**config.mk**
```make
export PLATFORM = sky130hd
export DESIGN_NAME = clock_divider_mc
export DESIGN_NICKNAME = d
export VERILOG_FILES = /design/src/rtl/clock_divider_mc.sv
export SDC_FILE = /design/constraint.sdc
export NUM_CORES = 1
export LEC_CHECK = 0
export ABC_AREA = 1
export ABC_CLOCK_PERIOD_IN_PS = 3700
export BUFFER_PORTS_ARGS = -buffer_cell sky130_fd_sc_hd__buf_2
export CORE_UTILIZATION = 67
export CTS_CLUSTER_SIZE = 24
export DETAILED_ROUTE_END_ITERATION = 7
export PLACE_DENSITY = 0.95
export SYNTH_ARGS = -nofsm -noshare
export SYNTH_HDL_FRONTEND = slang
export SYNTH_SLANG_ARGS = --single-unit
```
**constraint.sdc**
```tcl
create_clock -name clk_in -period 3.7 [get_ports clk_in]
set_input_delay 0.37 -clock clk_in [delete_from_list [all_inputs] [get_ports clk_in]]
set_output_delay 0.37 -clock clk_in [all_outputs]
set_load 0.03 [all_outputs]
```
**src/rtl/clock_divider_mc.sv**
```systemverilog
// clock_divider_mc: NUM_CH runtime-reloadable 50% clock dividers with shadowed terminal counts.
// Define CLOCK_DIVIDER_TICK_EN to build the rising-edge tick pulses; otherwise tick is tied low.
module clock_divider_mc #(
    parameter int NUM_CH       = 4,
    parameter int CNT_W        = 16,
    parameter int DEFAULT_HALF = 5000
) (
    input  logic              clk_in,
    input  logic              reset_n,
    input  logic [NUM_CH-1:0] enable,
    input  logic [NUM_CH-1:0] load,
    input  logic [CNT_W-1:0]  half_in,
    output logic [NUM_CH-1:0] clk_out,
    output logic [NUM_CH-1:0] tick,
    output logic [NUM_CH-1:0] pending
);
    localparam logic [CNT_W-1:0] HALF_RST = CNT_W'(DEFAULT_HALF);
    logic [NUM_CH-1:0][CNT_W-1:0] count_q, count_d, term_q, term_d, shadow_q, shadow_d;
    logic [NUM_CH-1:0] clk_q, clk_d, pend_q, pend_d, hit;
    always_comb begin
        count_d  = count_q;
        term_d   = term_q;
        shadow_d = shadow_q;
        clk_d    = clk_q;
        pend_d   = pend_q;
        hit      = '0;
        for (int i = 0; i < NUM_CH; i++) begin
            hit[i] = count_q[i] == term_q[i];
            if (enable[i]) begin
                count_d[i] = hit[i] ? '0 : count_q[i] + CNT_W'(1);
                clk_d[i]   = clk_q[i] ^ hit[i];
                // term only moves on the wrap edge, so count can never overtake it
                if (hit[i] && pend_q[i]) begin
                    term_d[i] = shadow_q[i];
                    pend_d[i] = 1'b0;
                end
            end
            if (load[i]) begin
                shadow_d[i] = half_in;
                pend_d[i]   = 1'b1;
            end
        end
    end
    always_ff @(posedge clk_in or negedge reset_n) begin
        if (!reset_n) begin
            count_q  <= '0;
            term_q   <= {NUM_CH{HALF_RST}};
            shadow_q <= {NUM_CH{HALF_RST}};
            clk_q    <= '0;
            pend_q   <= '0;
        end else begin
            count_q  <= count_d;
            term_q   <= term_d;
            shadow_q <= shadow_d;
            clk_q    <= clk_d;
            pend_q   <= pend_d;
        end
    end
`ifdef CLOCK_DIVIDER_TICK_EN
    logic [NUM_CH-1:0] tick_q, tick_d;
    always_comb begin
        tick_d = '0;
        for (int i = 0; i < NUM_CH; i++)
            tick_d[i] = enable[i] & hit[i] & ~clk_q[i];
    end
    always_ff @(posedge clk_in or negedge reset_n) begin
        if (!reset_n) tick_q <= '0;
        else          tick_q <= tick_d;
    end
    assign tick = tick_q;
`else
    assign tick = '0;
`endif
    assign clk_out = clk_q;
    assign pending = pend_q;
endmodule

```
-- After elaboration in Yosys (flattened, before gate mapping)
Cells that the tools add are included.
- $add $sub $neg: 4
- bitwise logic cells: 4
- multiplexer cells: 16
- equality and inequality tests: 4
- reduce and logical (&&, ||, !) cells: 20
- operators by type and width (kind ; number):
    adder 16 x 1 -> 16 bit, second input constant ; 4
    == test 16 bit ; 4
    2-to-1 mux 16 bit ; 4
    AND reduction 2 bit ; 8
    nonzero test 2 bit ; 8
    2-to-1 mux 1 bit ; 12
    logical AND 1 bit ; 4
    bitwise XOR 1 bit ; 4
- output and inout bits: 12
- register bits: 200
- logic and storage cells: 68
- bits of input ports: 26

-- Longest topological paths before layout
- word-level depth: 5
- gate-level depth with buffers: 11
- mapped depth without buffers: 11

-- Worst setup path before layout
No wires, ideal clock.
- path type: reg2reg
- start: reg term_q[7] in the netlist's numbering
- end: reg count_q[14] in the netlist's numbering
- slack: 2202 ps
- period minus slack after synthesis: 1498 ps
- required time: 3588 ps
- arrival time: 1386 ps
- path buffers: 2
- stages on the path, launching flop included: 12
- library setup time: 112 ps
- cells stage by stage: dfstp_2 inv_1 nand2_1 nand2_1 nor2_1 nand2_1 nor2_2 buf_4 nand3_4 buf_6 nand2_1 inv_2
- longest elaborated chain between the ends: 2
- ends and longest elaborated chain (element ; line ; RTL):
    from (decl) ; 18 ; logic [NUM_CH-1:0][CNT_W-1:0] count_q, count_d, term_q, term_d, shadow_q, shadow_d;
    from (signal assigned) ; 47 ; term_q <= {NUM_CH{HALF_RST}};
    from (signal assigned) ; 53 ; term_q <= term_d;
    == test 16 bit ; 28 ; hit[i] = count_q[i] == term_q[i];
    2-to-1 mux 16 bit ; 30 ; count_d[i] = hit[i] ? '0 : count_q[i] + CNT_W'(1);
    to (signal assigned) ; 52 ; count_q <= count_d;
    to (decl) ; 18 ;
Every way passes these cells.
A chain may end at the register's enable or synchronous reset.

-- Final worst setup path
- start: reg count_q[25] in the netlist's numbering
- end: reg term_q[17] in the netlist's numbering
- longest elaborated chain between the ends: 3
- ends and longest elaborated chain (element ; line ; RTL):
    == test 16 bit ; 28 ;
    logical AND 1 bit ; 33 ; if (hit[i] && pend_q[i]) begin
    AND reduction 2 bit (no line) ; - ;
Every way passes these cells.

==> impl_metrics.ini <==
[run_status]
status = complete, no violations

[routing]
via_per_inst = 5.68
drcViolationCount = 0
first_pass_iters = 8
routed_wl_um = 26200
final_antenna_net_count = 0
route.vias.total = 9924
wl_per_cell_um = 15.0
drtIter0Drc = 1203

[worst_setup_path]
critical_path_class = register to register
cpMaxStageDelayCell = nor2_2
cp-end-kind = register
path_cells = inv_1 > nand2_1 > nand2_1 > nor2_1 > nand2_1 > nor2_2 > nand3_2 > nand2_1 > nand2_1
cpPeakStageDelay_ns = 0.70
critPathLaunchType = register
cp_data_required_time_ns = 4.03
worstPathArrival_ns = 2.89
cp_max_fo = 20
crit_top_cell = nand2_1
critical_path_buf_inv_count = 1
critPathTopFamily = simple AND/OR/NAND/NOR gates

[clock_tree]
cts.sinks = 200
cts_made_buffers = 17
cts_setup_buffers = 0
cts_buffer_depth = 2
cts_resized = 0
h-tree-depth = 4
holdBufCountCts = 0
clock-root-buffer = clkbuf_16
cts_tree = done
clk_latency_ns = 0.44
clk_pin_slew_ns = 0.07

[global_route]
grt_usage_pct = 33.8
grt_max_degree = 104
grt_pass1_wl_um = 43700
grt_pass1_vias = 9267
antenna_found_initial = 0
grt_overflow_total = 0

[floorplan]
die_w_um = 128
die-area_um2 = 16500
ioPinCount = 38
core.rowCount = 45
core_region_area_um2 = 15400
start_util_pct = 69.5
die_y_um = 128

[sta]
holdWs_ns = 0.00597
hold_viol_final = 0
rsz0062_at_grt = no
setup_tns_ns = 0
max_slew_margin_pct = 38.8
fin_skew_ns = 0.00698
drv_slew = 0
finalCritPeriodShare_pct = 69.3
setup_viol = 0
max_freq_mhz = 390
worst_pin_slew_ns = 0.917
post-route-min-period_ns = 2.57

[flow_run]
drv_cap = 0

[logic_synthesis]
synth_top_area_cell = dfrtp_1
ys_seq_elements = 200
ys.warnings.count = 0
synth_area_um2 = 10700
postSynthAreaPerCell_um2 = 7.07
seq_area_frac_synth_pct = 47.3
ys_top_cells_by_area = dfrtp_1 37%, nand2_1 25%, dfstp_2 9.8%
synth.top_cell.area_share_pct = 37.5
syn_inst = 1511
ys_types = 29

[layout]
drive_gt1_share_pct = 9.11
final_common_cell = nand2_1
nFillCells = 1023
insertedDiodeCount = 0
area_growth_syn_to_layout_pct = 7.60
final_nets = 1554
final_cell_mix = 700 x nand2_1, 200 x inv_1, 160 x dfrtp_1, 127 x nor2_1, 81 x nand4_1

[power]
irDropWorstVdd_uv = 338
powerDensity_nw_per_um2 = 514
p_leak_uw = 0.00644

[placement]
dp_hpwl_um = 17000
io_buffers = 33
gp_routability_congestion = 0.908

[min_path]
hold_path.class = input pin to async pin
==> cells in the mapped netlist <==
| cell | number |
|---|---|
| nand2_1 | 700 |
| o22ai_1 | 1 |
| clkinv_1 | 10 |
| buf_4 | 16 |
| buf_6 | 9 |
| nor2_2 | 5 |
| conb_1 | 1 |
| o21a_1 | 1 |
| nand3_2 | 3 |
| nand3_4 | 4 |
| dfstp_2 | 40 |
| dfrtp_1 | 160 |
| buf_1 | 1 |
| nor2_1 | 127 |
| ha_1 | 4 |
| a21boi_0 | 1 |
| nand4_1 | 81 |
| nand3_1 | 49 |
| xor2_1 | 25 |
| o21bai_1 | 2 |
| o21ai_0 | 13 |
| a21oi_1 | 4 |
| nor3_1 | 13 |
| nand3b_1 | 1 |
| buf_2 | 7 |
| xnor2_1 | 1 |
| inv_2 | 16 |
| clkbuf_1 | 16 |
| inv_1 | 200 |
==> final timing paths <==
path	start	to	slack, ns	depth (start not counted)
hold / removal	reset_n	count_q[15]	0.006	1
setup / recovery	count_q[25]	term_q[17]	1.13	9
max in group asynchronous	reset_n	shadow_q[51]	2.73	2
min in group clk_in	half_in[7]	shadow_q[55]	0.20	3
hold reg to reg	shadow_q[28]	shadow_q[28]	0.46	2
setup reg to reg	count_q[25]	term_q[17]	1.13	9
==> where the power goes <==
| group | internal (µW) | leakage [µW] | total, µW | switching [µW] |
|---|---|---|---|---|
| registers | 2440 | 0.00242 | 2770 | 327 |
| clock network | 1080 | 0.000288 | 1960 | 880 |
| logic | 396 | 0.00373 | 1190 | 790 |
==> area by class of cell <==
class / instances / area (µm²) / share of cell area (%)
clock inverter: 15 / 193 / 1.68
tap: 211 / 264 / 2.30
clock buffer: 17 / 425 / 3.70
inverter: 226 / 848 / 7.38
sequential: 200 / 5050 / 44.0
multi-input combinational: 1039 / 4470 / 38.9
timing repair buffer: 40 / 239 / 2.08
==> through the flow <==
stage	std cells	setup slack (ns)	power (µW)	utilization [%]	cell area, µm²
2_1_floorplan	1514	2.20	3590	-	10700
3_3_place_gp	1716	1.49	3850	70.8	10900
3_5_place_dp	1716	1.40	3930	70.8	10900
4_1_cts	1748	1.30	5880	74.8	11500
5_1_grt	1748	1.04	6220	74.8	11500
6_report	1748	1.13	5910	74.8	11500
==> state kept, by name (all words and copies together) (netlist names) <==
signal / flops
pending: 4
term_q: 64
count_q: 64
clk_out: 4
shadow_q: 64
==> layer usage <==
| layer | vias to the layer above | global-route usage (%) | part of all wire, % |
|---|---|---|---|
| li1 | 4610 | - | - |
| met1 | 4599 | 42.9 | 38 |
| met2 | 600 | 56.6 | 50 |
| met3 | 115 | 6.34 | 8.0 |
| met4 | 0 | 15.0 | 4.0 |
| met5 | - | 0 | 0 |
==> logic make-up (layout without fill, tap and decap cells) <==
kind of cell / after synthesis / in the layout / share of synthesized area [%]
simple gates: 983 / 983 / 38.0
buf+inv: 275 / 298 / 10.9
flops: 200 / 200 / 47.3
xor+xnor: 26 / 26 / 2.13
compound gates: 22 / 22 / 1.14
fa+ha+maj: 4 / 4 / 0.468
other cells: 1 / 4 / 0.0351
No activity file was read; power rests on OpenSTA's default activity.
